$ cat src/rtl/gf180mcu_fd_sc_mcu9t5v0__nand3_bist_ctrl_if.sv
// Stimulus/response bundle between the nand3 BIST controller and the cells under test.
// master = BIST controller, slave = environment (cells plus whoever starts the run).
interface gf180mcu_fd_sc_mcu9t5v0__nand3_bist_ctrl_if #(
  parameter int unsigned NUM_DUT = 4,
  parameter int unsigned ERR_W   = 8
);
  logic               START;
  logic               A1;
  logic               A2;
  logic               A3;
  logic [NUM_DUT-1:0] ZN;
  logic               BUSY;
  logic               DONE;
  logic               PASS;
  logic [NUM_DUT-1:0] FAIL_MAP;
  logic [ERR_W-1:0]   ERR_CNT;

  modport master (
    input  START, ZN,
    output A1, A2, A3, BUSY, DONE, PASS, FAIL_MAP, ERR_CNT
  );

  modport slave (
    output START, ZN,
    input  A1, A2, A3, BUSY, DONE, PASS, FAIL_MAP, ERR_CNT
  );
endinterface

$ cat src/rtl/gf180mcu_fd_sc_mcu9t5v0__nand3_bist_ctrl.sv
// Built-in self-test for NUM_DUT parallel nand3 cells: walks all 8 input vectors,
// holds each for SETTLE_CYCLES, then compares every ZN against ~(A1&A2&A3).
module gf180mcu_fd_sc_mcu9t5v0__nand3_bist_ctrl #(
  parameter int unsigned NUM_DUT       = 4,
  parameter int unsigned SETTLE_CYCLES = 2,
  parameter int unsigned ERR_W         = 8
) (
  input  logic CLK,
  input  logic RST,
  gf180mcu_fd_sc_mcu9t5v0__nand3_bist_ctrl_if.master bist
);

  localparam int unsigned CW = (SETTLE_CYCLES < 1) ? 1 : $clog2(SETTLE_CYCLES + 1);
  localparam int unsigned PW = $clog2(NUM_DUT + 1);
  localparam int unsigned SW = ERR_W + PW;
  localparam logic [ERR_W-1:0] ERR_MAX = '1;
  localparam logic [CW-1:0]    CNT_LOAD = CW'(SETTLE_CYCLES);

  typedef enum logic [1:0] {
    ST_IDLE,
    ST_SETTLE,
    ST_CHECK,
    ST_DONE
  } state_e;

  state_e             state_q, state_d;
  logic [2:0]         vec_q, vec_d;
  logic [CW-1:0]      cnt_q, cnt_d;
  logic [NUM_DUT-1:0] fail_q, fail_d;
  logic [ERR_W-1:0]   err_q, err_d;

  logic               exp_zn;
  logic [NUM_DUT-1:0] mism;
  logic [PW-1:0]      pop;
  logic [SW-1:0]      sum;
  logic [ERR_W-1:0]   err_sat;

  // Per-instance mismatch, popcount and saturating error accumulation
  always_comb begin
    exp_zn = ~(vec_q[0] & vec_q[1] & vec_q[2]);
    mism   = '0;
    pop    = '0;
    for (int unsigned i = 0; i < NUM_DUT; i++) begin
      // Case inequality makes an X/Z ZN count as a failure in simulation
      mism[i] = (bist.ZN[i] !== exp_zn);
      pop     = pop + PW'(mism[i]);
    end
    sum     = SW'(err_q) + SW'(pop);
    err_sat = (sum > SW'(ERR_MAX)) ? ERR_MAX : sum[ERR_W-1:0];
  end

  // Next-state logic for the vector walk
  always_comb begin
    state_d = state_q;
    vec_d   = vec_q;
    cnt_d   = cnt_q;
    fail_d  = fail_q;
    err_d   = err_q;
    unique case (state_q)
      ST_IDLE, ST_DONE: begin
        if (bist.START) begin
          state_d = ST_SETTLE;
          vec_d   = '0;
          cnt_d   = CNT_LOAD;
          fail_d  = '0;
          err_d   = '0;
        end
      end
      ST_SETTLE: begin
        cnt_d = cnt_q - 1'b1;
        if (cnt_q == CW'(1)) state_d = ST_CHECK;
      end
      ST_CHECK: begin
        fail_d = fail_q | mism;
        err_d  = err_sat;
        if (vec_q == 3'd7) begin
          state_d = ST_DONE;
        end else begin
          vec_d   = vec_q + 3'd1;
          cnt_d   = CNT_LOAD;
          state_d = ST_SETTLE;
        end
      end
      default: state_d = ST_IDLE;
    endcase
  end

  // State and result registers; reset aborts any run in progress
  always_ff @(posedge CLK or posedge RST) begin
    if (RST) begin
      state_q <= ST_IDLE;
      vec_q   <= '0;
      cnt_q   <= '0;
      fail_q  <= '0;
      err_q   <= '0;
    end else begin
      state_q <= state_d;
      vec_q   <= vec_d;
      cnt_q   <= cnt_d;
      fail_q  <= fail_d;
      err_q   <= err_d;
    end
  end

  assign bist.A1       = vec_q[0];
  assign bist.A2       = vec_q[1];
  assign bist.A3       = vec_q[2];
  assign bist.BUSY     = (state_q == ST_SETTLE) || (state_q == ST_CHECK);
  assign bist.DONE     = (state_q == ST_DONE);
  assign bist.PASS     = (state_q == ST_DONE) && (fail_q == '0);
  assign bist.FAIL_MAP = fail_q;
  assign bist.ERR_CNT  = err_q;

endmodule

$ cat src/flat_wrapper.sv
// flat-port wrapper written by rule: the top's interface ports become plain ports
module gf180mcu_fd_sc_mcu9t5v0__nand3_bist_ctrl_flat 
#(
  parameter int unsigned NUM_DUT       = 4,
  parameter int unsigned SETTLE_CYCLES = 2,
  parameter int unsigned ERR_W         = 8
)
  (CLK, RST, bist_START, bist_ZN, bist_A1, bist_A2, bist_A3, bist_BUSY, bist_DONE, bist_PASS, bist_FAIL_MAP, bist_ERR_CNT);
  gf180mcu_fd_sc_mcu9t5v0__nand3_bist_ctrl_if #(.NUM_DUT(NUM_DUT), .ERR_W(ERR_W)) bist_i ();
  input  logic CLK;
  input  logic RST;
  input wire logic [$bits(bist_i.START)-1:0] bist_START;
  input wire logic [$bits(bist_i.ZN)-1:0] bist_ZN;
  output wire logic [$bits(bist_i.A1)-1:0] bist_A1;
  output wire logic [$bits(bist_i.A2)-1:0] bist_A2;
  output wire logic [$bits(bist_i.A3)-1:0] bist_A3;
  output wire logic [$bits(bist_i.BUSY)-1:0] bist_BUSY;
  output wire logic [$bits(bist_i.DONE)-1:0] bist_DONE;
  output wire logic [$bits(bist_i.PASS)-1:0] bist_PASS;
  output wire logic [$bits(bist_i.FAIL_MAP)-1:0] bist_FAIL_MAP;
  output wire logic [$bits(bist_i.ERR_CNT)-1:0] bist_ERR_CNT;
  assign bist_i.START = bist_START;
  assign bist_i.ZN = bist_ZN;
  assign bist_A1 = bist_i.A1;
  assign bist_A2 = bist_i.A2;
  assign bist_A3 = bist_i.A3;
  assign bist_BUSY = bist_i.BUSY;
  assign bist_DONE = bist_i.DONE;
  assign bist_PASS = bist_i.PASS;
  assign bist_FAIL_MAP = bist_i.FAIL_MAP;
  assign bist_ERR_CNT = bist_i.ERR_CNT;
  gf180mcu_fd_sc_mcu9t5v0__nand3_bist_ctrl #(.NUM_DUT(NUM_DUT), .SETTLE_CYCLES(SETTLE_CYCLES), .ERR_W(ERR_W)) u_core (.CLK(CLK), .RST(RST), .bist(bist_i));
endmodule
$ cat config.mk
export PLATFORM = sky130hd
export DESIGN_NAME = gf180mcu_fd_sc_mcu9t5v0__nand3_bist_ctrl_flat
export DESIGN_NICKNAME = d
export VERILOG_FILES = /design/src/rtl/gf180mcu_fd_sc_mcu9t5v0__nand3_bist_ctrl_if.sv /design/src/rtl/gf180mcu_fd_sc_mcu9t5v0__nand3_bist_ctrl.sv /design/src/flat_wrapper.sv
export SDC_FILE = /design/constraint.sdc
export NUM_CORES = 1
export LEC_CHECK = 0
export BUFFER_PORTS_ARGS = -buffer_cell sky130_fd_sc_hd__buf_2
export CELL_PAD_IN_SITES_DETAIL_PLACEMENT = 0
export CELL_PAD_IN_SITES_GLOBAL_PLACEMENT = 2
export CORE_ASPECT_RATIO = 1.75
export CORE_MARGIN = 2
export CORE_UTILIZATION = 33
export DETAILED_ROUTE_END_ITERATION = 6
export MAX_ROUTING_LAYER = met4
export PLACE_DENSITY_LB_ADDON = 0.3
export REMOVE_ABC_BUFFERS = 1
export SETUP_SLACK_MARGIN = 0.4
export SYNTH_ARGS = -nofsm -noshare
export SYNTH_HDL_FRONTEND = slang
export SYNTH_SLANG_ARGS = --single-unit
$ cat constraint.sdc
create_clock -name CLK -period 3.25 [get_ports CLK]
set_input_delay 0.4875 -clock CLK [delete_from_list [all_inputs] [get_ports CLK]]
set_output_delay 0.4875 -clock CLK [all_outputs]
set_load 0.01 [all_outputs]
==> results by group <==
Synthesis
  – Mux cell area share after synthesis: 0%
  – Cell area after synthesis: between 1000 and 1500 sq um
  – Sequential-to-total area share from yosys stat: about 37%
  – Compound-gate portion of the synthesized area: 24.34%
  – Syn Inst Count: 140
  – Syn. warnings: 0
  – Largest family of logic cells by synthesized area: compound AO/OA/AOI/OAI gates
  – Post-synth cell types: 36
  – Ys flop type: dfrtp_1
  – Avg Synthesized Cell Area: 9.143 sq um
  – FFs w/ async S/R, synth: 100.0%
  – Synth Area in XOR/XNOR: 4.106%
  – #FFs+latches synth: 19
  – EDFF count, synth: 0
  – Post-Synth Adder-Cell Area: between 10% and 20%
  – Simple logic cell fraction of the synthesized area: 14.76%

GRT
  – GRT Total Usage: 17.05%
  – First-pass GRT wire length: 5.506 mm
  – Antenna violations before repair: 0
  – Vias in the first global route: 1154
  – Largest net degree at the start of global routing: 20
  – Global route overflow: 0

STA
  – Slew HR: a little under half
  – Worst clock skew: 0.005292 ns
  – Fin crit share: 89.49%
  – Final hold viol count: 0
  – Final setup violation count: 0
  – Fin crit period: just under 3 ns
  – Setup TNS: 0 ns
  – Worst-margin pin slew: 0.7982 ns
  – RSZ-0062 raised after global routing: yes
  – Slew Limit Fails: 0
  – FMAX: 343.8 MHz

Clock network
  – CTS tree: done
  – Clock Sinks: 19
  – CTS buffer count: 3
  – CTS H-tree lvls: 1
  – Clk root buf: clkbuf_8
  – Hold-fix buffers at CTS: 0
  – Clk buf depth: 2
  – Worst-skew pair later-pin latency: around 0.26 ns
  – Worst-path clk slew: around 0.08 ns

Layout
  – Area Growth Syn to Fin: 28.74%
  – Number of inserted diodes: 0
  – Layout cells sized above 1: 35.26%
  – Final #Nets: just under 200
  – Commonest cells after routing, fill and taps aside: 24 x buf_2, 19 x dfrtp_1, 16 x nand2_1
  – Most common cell after layout, fill and taps aside: buf_2
  – Filler cells: about 390

Critical path
  – Worst r2r path cells: 12
  – Startpoint types: flop
  – Critical Path RT: about 3.4 ns
  – Worst reg2reg path endpoint: u_core.bist.ERR_CNT[6]$_DFFE_PP0P_
  – Flop2flop setup slack: between 0.3 and 0.4 ns
  – Worst setup EP type: flop
  – Crit Path Category: reg2reg
  – R2R Path Start: u_core.vec_q[0]$_DFFE_PP0P_
  – Maximum fanout along the worst path: 4
  – Worst Path Arrival: 3.05 ns

Pwr
  – Power per cell area: 660.0 nW/um^2
  – Lkg Pwr: 0.0008073 uW
  – Tot Pwr: 1088 uW
  – Switching Fraction: between 40% and 50%
  – Internal: 609.9 uW
  – Combinational share of power: 54.1%
  – Sw power: 477.6 uW
  – Worst VDD drop: 512.6 uV
  – Sequential power share: 30.4%
  – Clock network fraction of total power: 15.5%

Drt
  – DRT iter0 DRCs: 16
  – Pre-Repair DR Iteration Count: 4
  – DR WL/cell: about 15 microns
  – Total vias in the final route: 1128
  – Vias/cell: 5.104
  – # DRC: 0
  – Total wire length: 3.274 mm
  – Remaining antenna violation count: 0

Floorplanning
  – Die width: a little over 50 microns
  – Core ar.: 3791 sq um
  – Placement Rows: 30
  – Starting density of the core: 33.76%
  – Area of the die: ~4400 sq um
  – IO Count: 25
  – Die extent in y: 86.39 microns

Worst hold path
  – Worst Hold Class: in2async

Place
  – Dpl hpwl: about 2.5 mm
  – Port Buffer Count: 24
  – GPL Wtd Cong: roughly 0.8

Flow run
  – Max Cap Viol: 0

Outcome
  – Status: completed
-- cell families after synthesis --
group           count (synthesis)
fa+ha+maj                      13
flops                          19
xor+xnor                        6
compound gates                 47
buf+inv                        15
simple gates                   40
-- Yosys cell counts, drive strengths merged (2+ instances only) --
master / n / area [sq um]
a21o: 6 / 46.30
nor2: 9 / 33.78
and2: 2 / 15.02
buf: 4 / 32.53
ha: 11 / 137.6
xor2: 3 / 26.28
nand3: 2 / 10.01
o31ai: 2 / 15.01
nor3: 3 / 15.01
fa: 2 / 40.04
o21ba: 2 / 20.02
nand2b: 2 / 15.02
dfrtp: 19 / 475.5
inv: 11 / 41.29
a21oi: 10 / 50.05
nand2: 16 / 60.06
o21ai: 15 / 75.07
a22o: 6 / 53.80
nor2b: 2 / 12.51
xnor2: 3 / 26.28
-- registers in the layout, indices dropped and copies added (netlist names) --
register,count
u_core.bist.FAIL_MAP,4
u_core.cnt_q,2
u_core.vec_q,3
u_core.state_q,2
u_core.bist.ERR_CNT,8
-- through the flow --
stage | setup WS (ns) | instances | area [sq um] | util, % | hold slack [ns]
final | 0.3416 | 221 | 1648 | 43.47 | 0.3724
after detailed placement | 0.06071 | 211 | 1450 | 38.25 | 0.4883
after floorplan | 0.1145 | 136 | 1247 | - | 0.4386
after global routing | 0.2186 | 221 | 1648 | 43.47 | 0.4083
after global placement | 0.1591 | 211 | 1450 | 38.25 | 0.4697
after CTS | 0.3517 | 220 | 1633 | 43.07 | 0.3954
-- metal layers --
layer / vias up / share of wire (%) / global-route usage [%]
li1: 551 / - / -
met1: 562 / 36 / 17.24
met2: 11 / 60 / 31.88
met3: 4 / 1.7 / 2.241
met4: 0 / 1.4 / 6.880
met5: - / 0 / -
-- layout make-up --
| class | instances | area [sq um] | share of cell area (%) |
|---|---|---|---|
| inverter | 11 | 41.29 | 2.506 |
| timing repair buffer | 33 | 187.7 | 11.39 |
| tap | 48 | 60.06 | 3.645 |
| multi-input combinational | 106 | 838.3 | 50.87 |
| clock buffer | 4 | 45.04 | 2.733 |
| sequential | 19 | 475.5 | 28.85 |
-- power groups by stage --
stage | sequential (uW) | clock (uW) | combinational (uW)
2_1_floorplan | 341 | 0 | 364
3_3_place_gp | 332 | 0 | 543
3_5_place_dp | 337 | 0 | 544
6_report | 331 | 169 | 588
5_1_grt | 338 | 185 | 670
4_1_cts | 331 | 172 | 583
-- repair_timing --
item                       CTS  global route
pin swaps                    6             3
gates resized for setup     20             5
setup endpoints to repair    8             8
buffers inserted             5             1
-- worst max path at each step --
| stage | cells after the start | end | from |
|---|---|---|---|
| 2_1_floorplan | 12 | u_core.bist.ERR_CNT[6]$_DFFE_PP0P_ | u_core.vec_q[0]$_DFFE_PP0P_ |
| 3_3_place_gp | 12 | u_core.bist.ERR_CNT[6]$_DFFE_PP0P_ | u_core.vec_q[1]$_DFFE_PP0P_ |
| 3_5_place_dp | 12 | u_core.bist.ERR_CNT[6]$_DFFE_PP0P_ | u_core.vec_q[1]$_DFFE_PP0P_ |
| 4_1_cts | 12 | u_core.bist.ERR_CNT[6]$_DFFE_PP0P_ | u_core.vec_q[1]$_DFFE_PP0P_ |
| 5_1_grt | 12 | u_core.bist.ERR_CNT[6]$_DFFE_PP0P_ | u_core.vec_q[1]$_DFFE_PP0P_ |
| 6_report | 12 | u_core.bist.ERR_CNT[6]$_DFFE_PP0P_ | u_core.vec_q[0]$_DFFE_PP0P_ |
-- worst max-delay path: stages (launching register included) --
cell and delay, ns:
dfrtp_1 0.39, ha_2 0.20, ha_4 0.19, xor2_4 0.16
fa_1 0.48, inv_1 0.08, ha_2 0.18, inv_2 0.04
fa_2 0.36, nor2b_4 0.20, o21bai_4 0.10, o31ai_1 0.18
o2bb2a_2 0.24
Note: power is estimated with default switching activity, not from simulation.
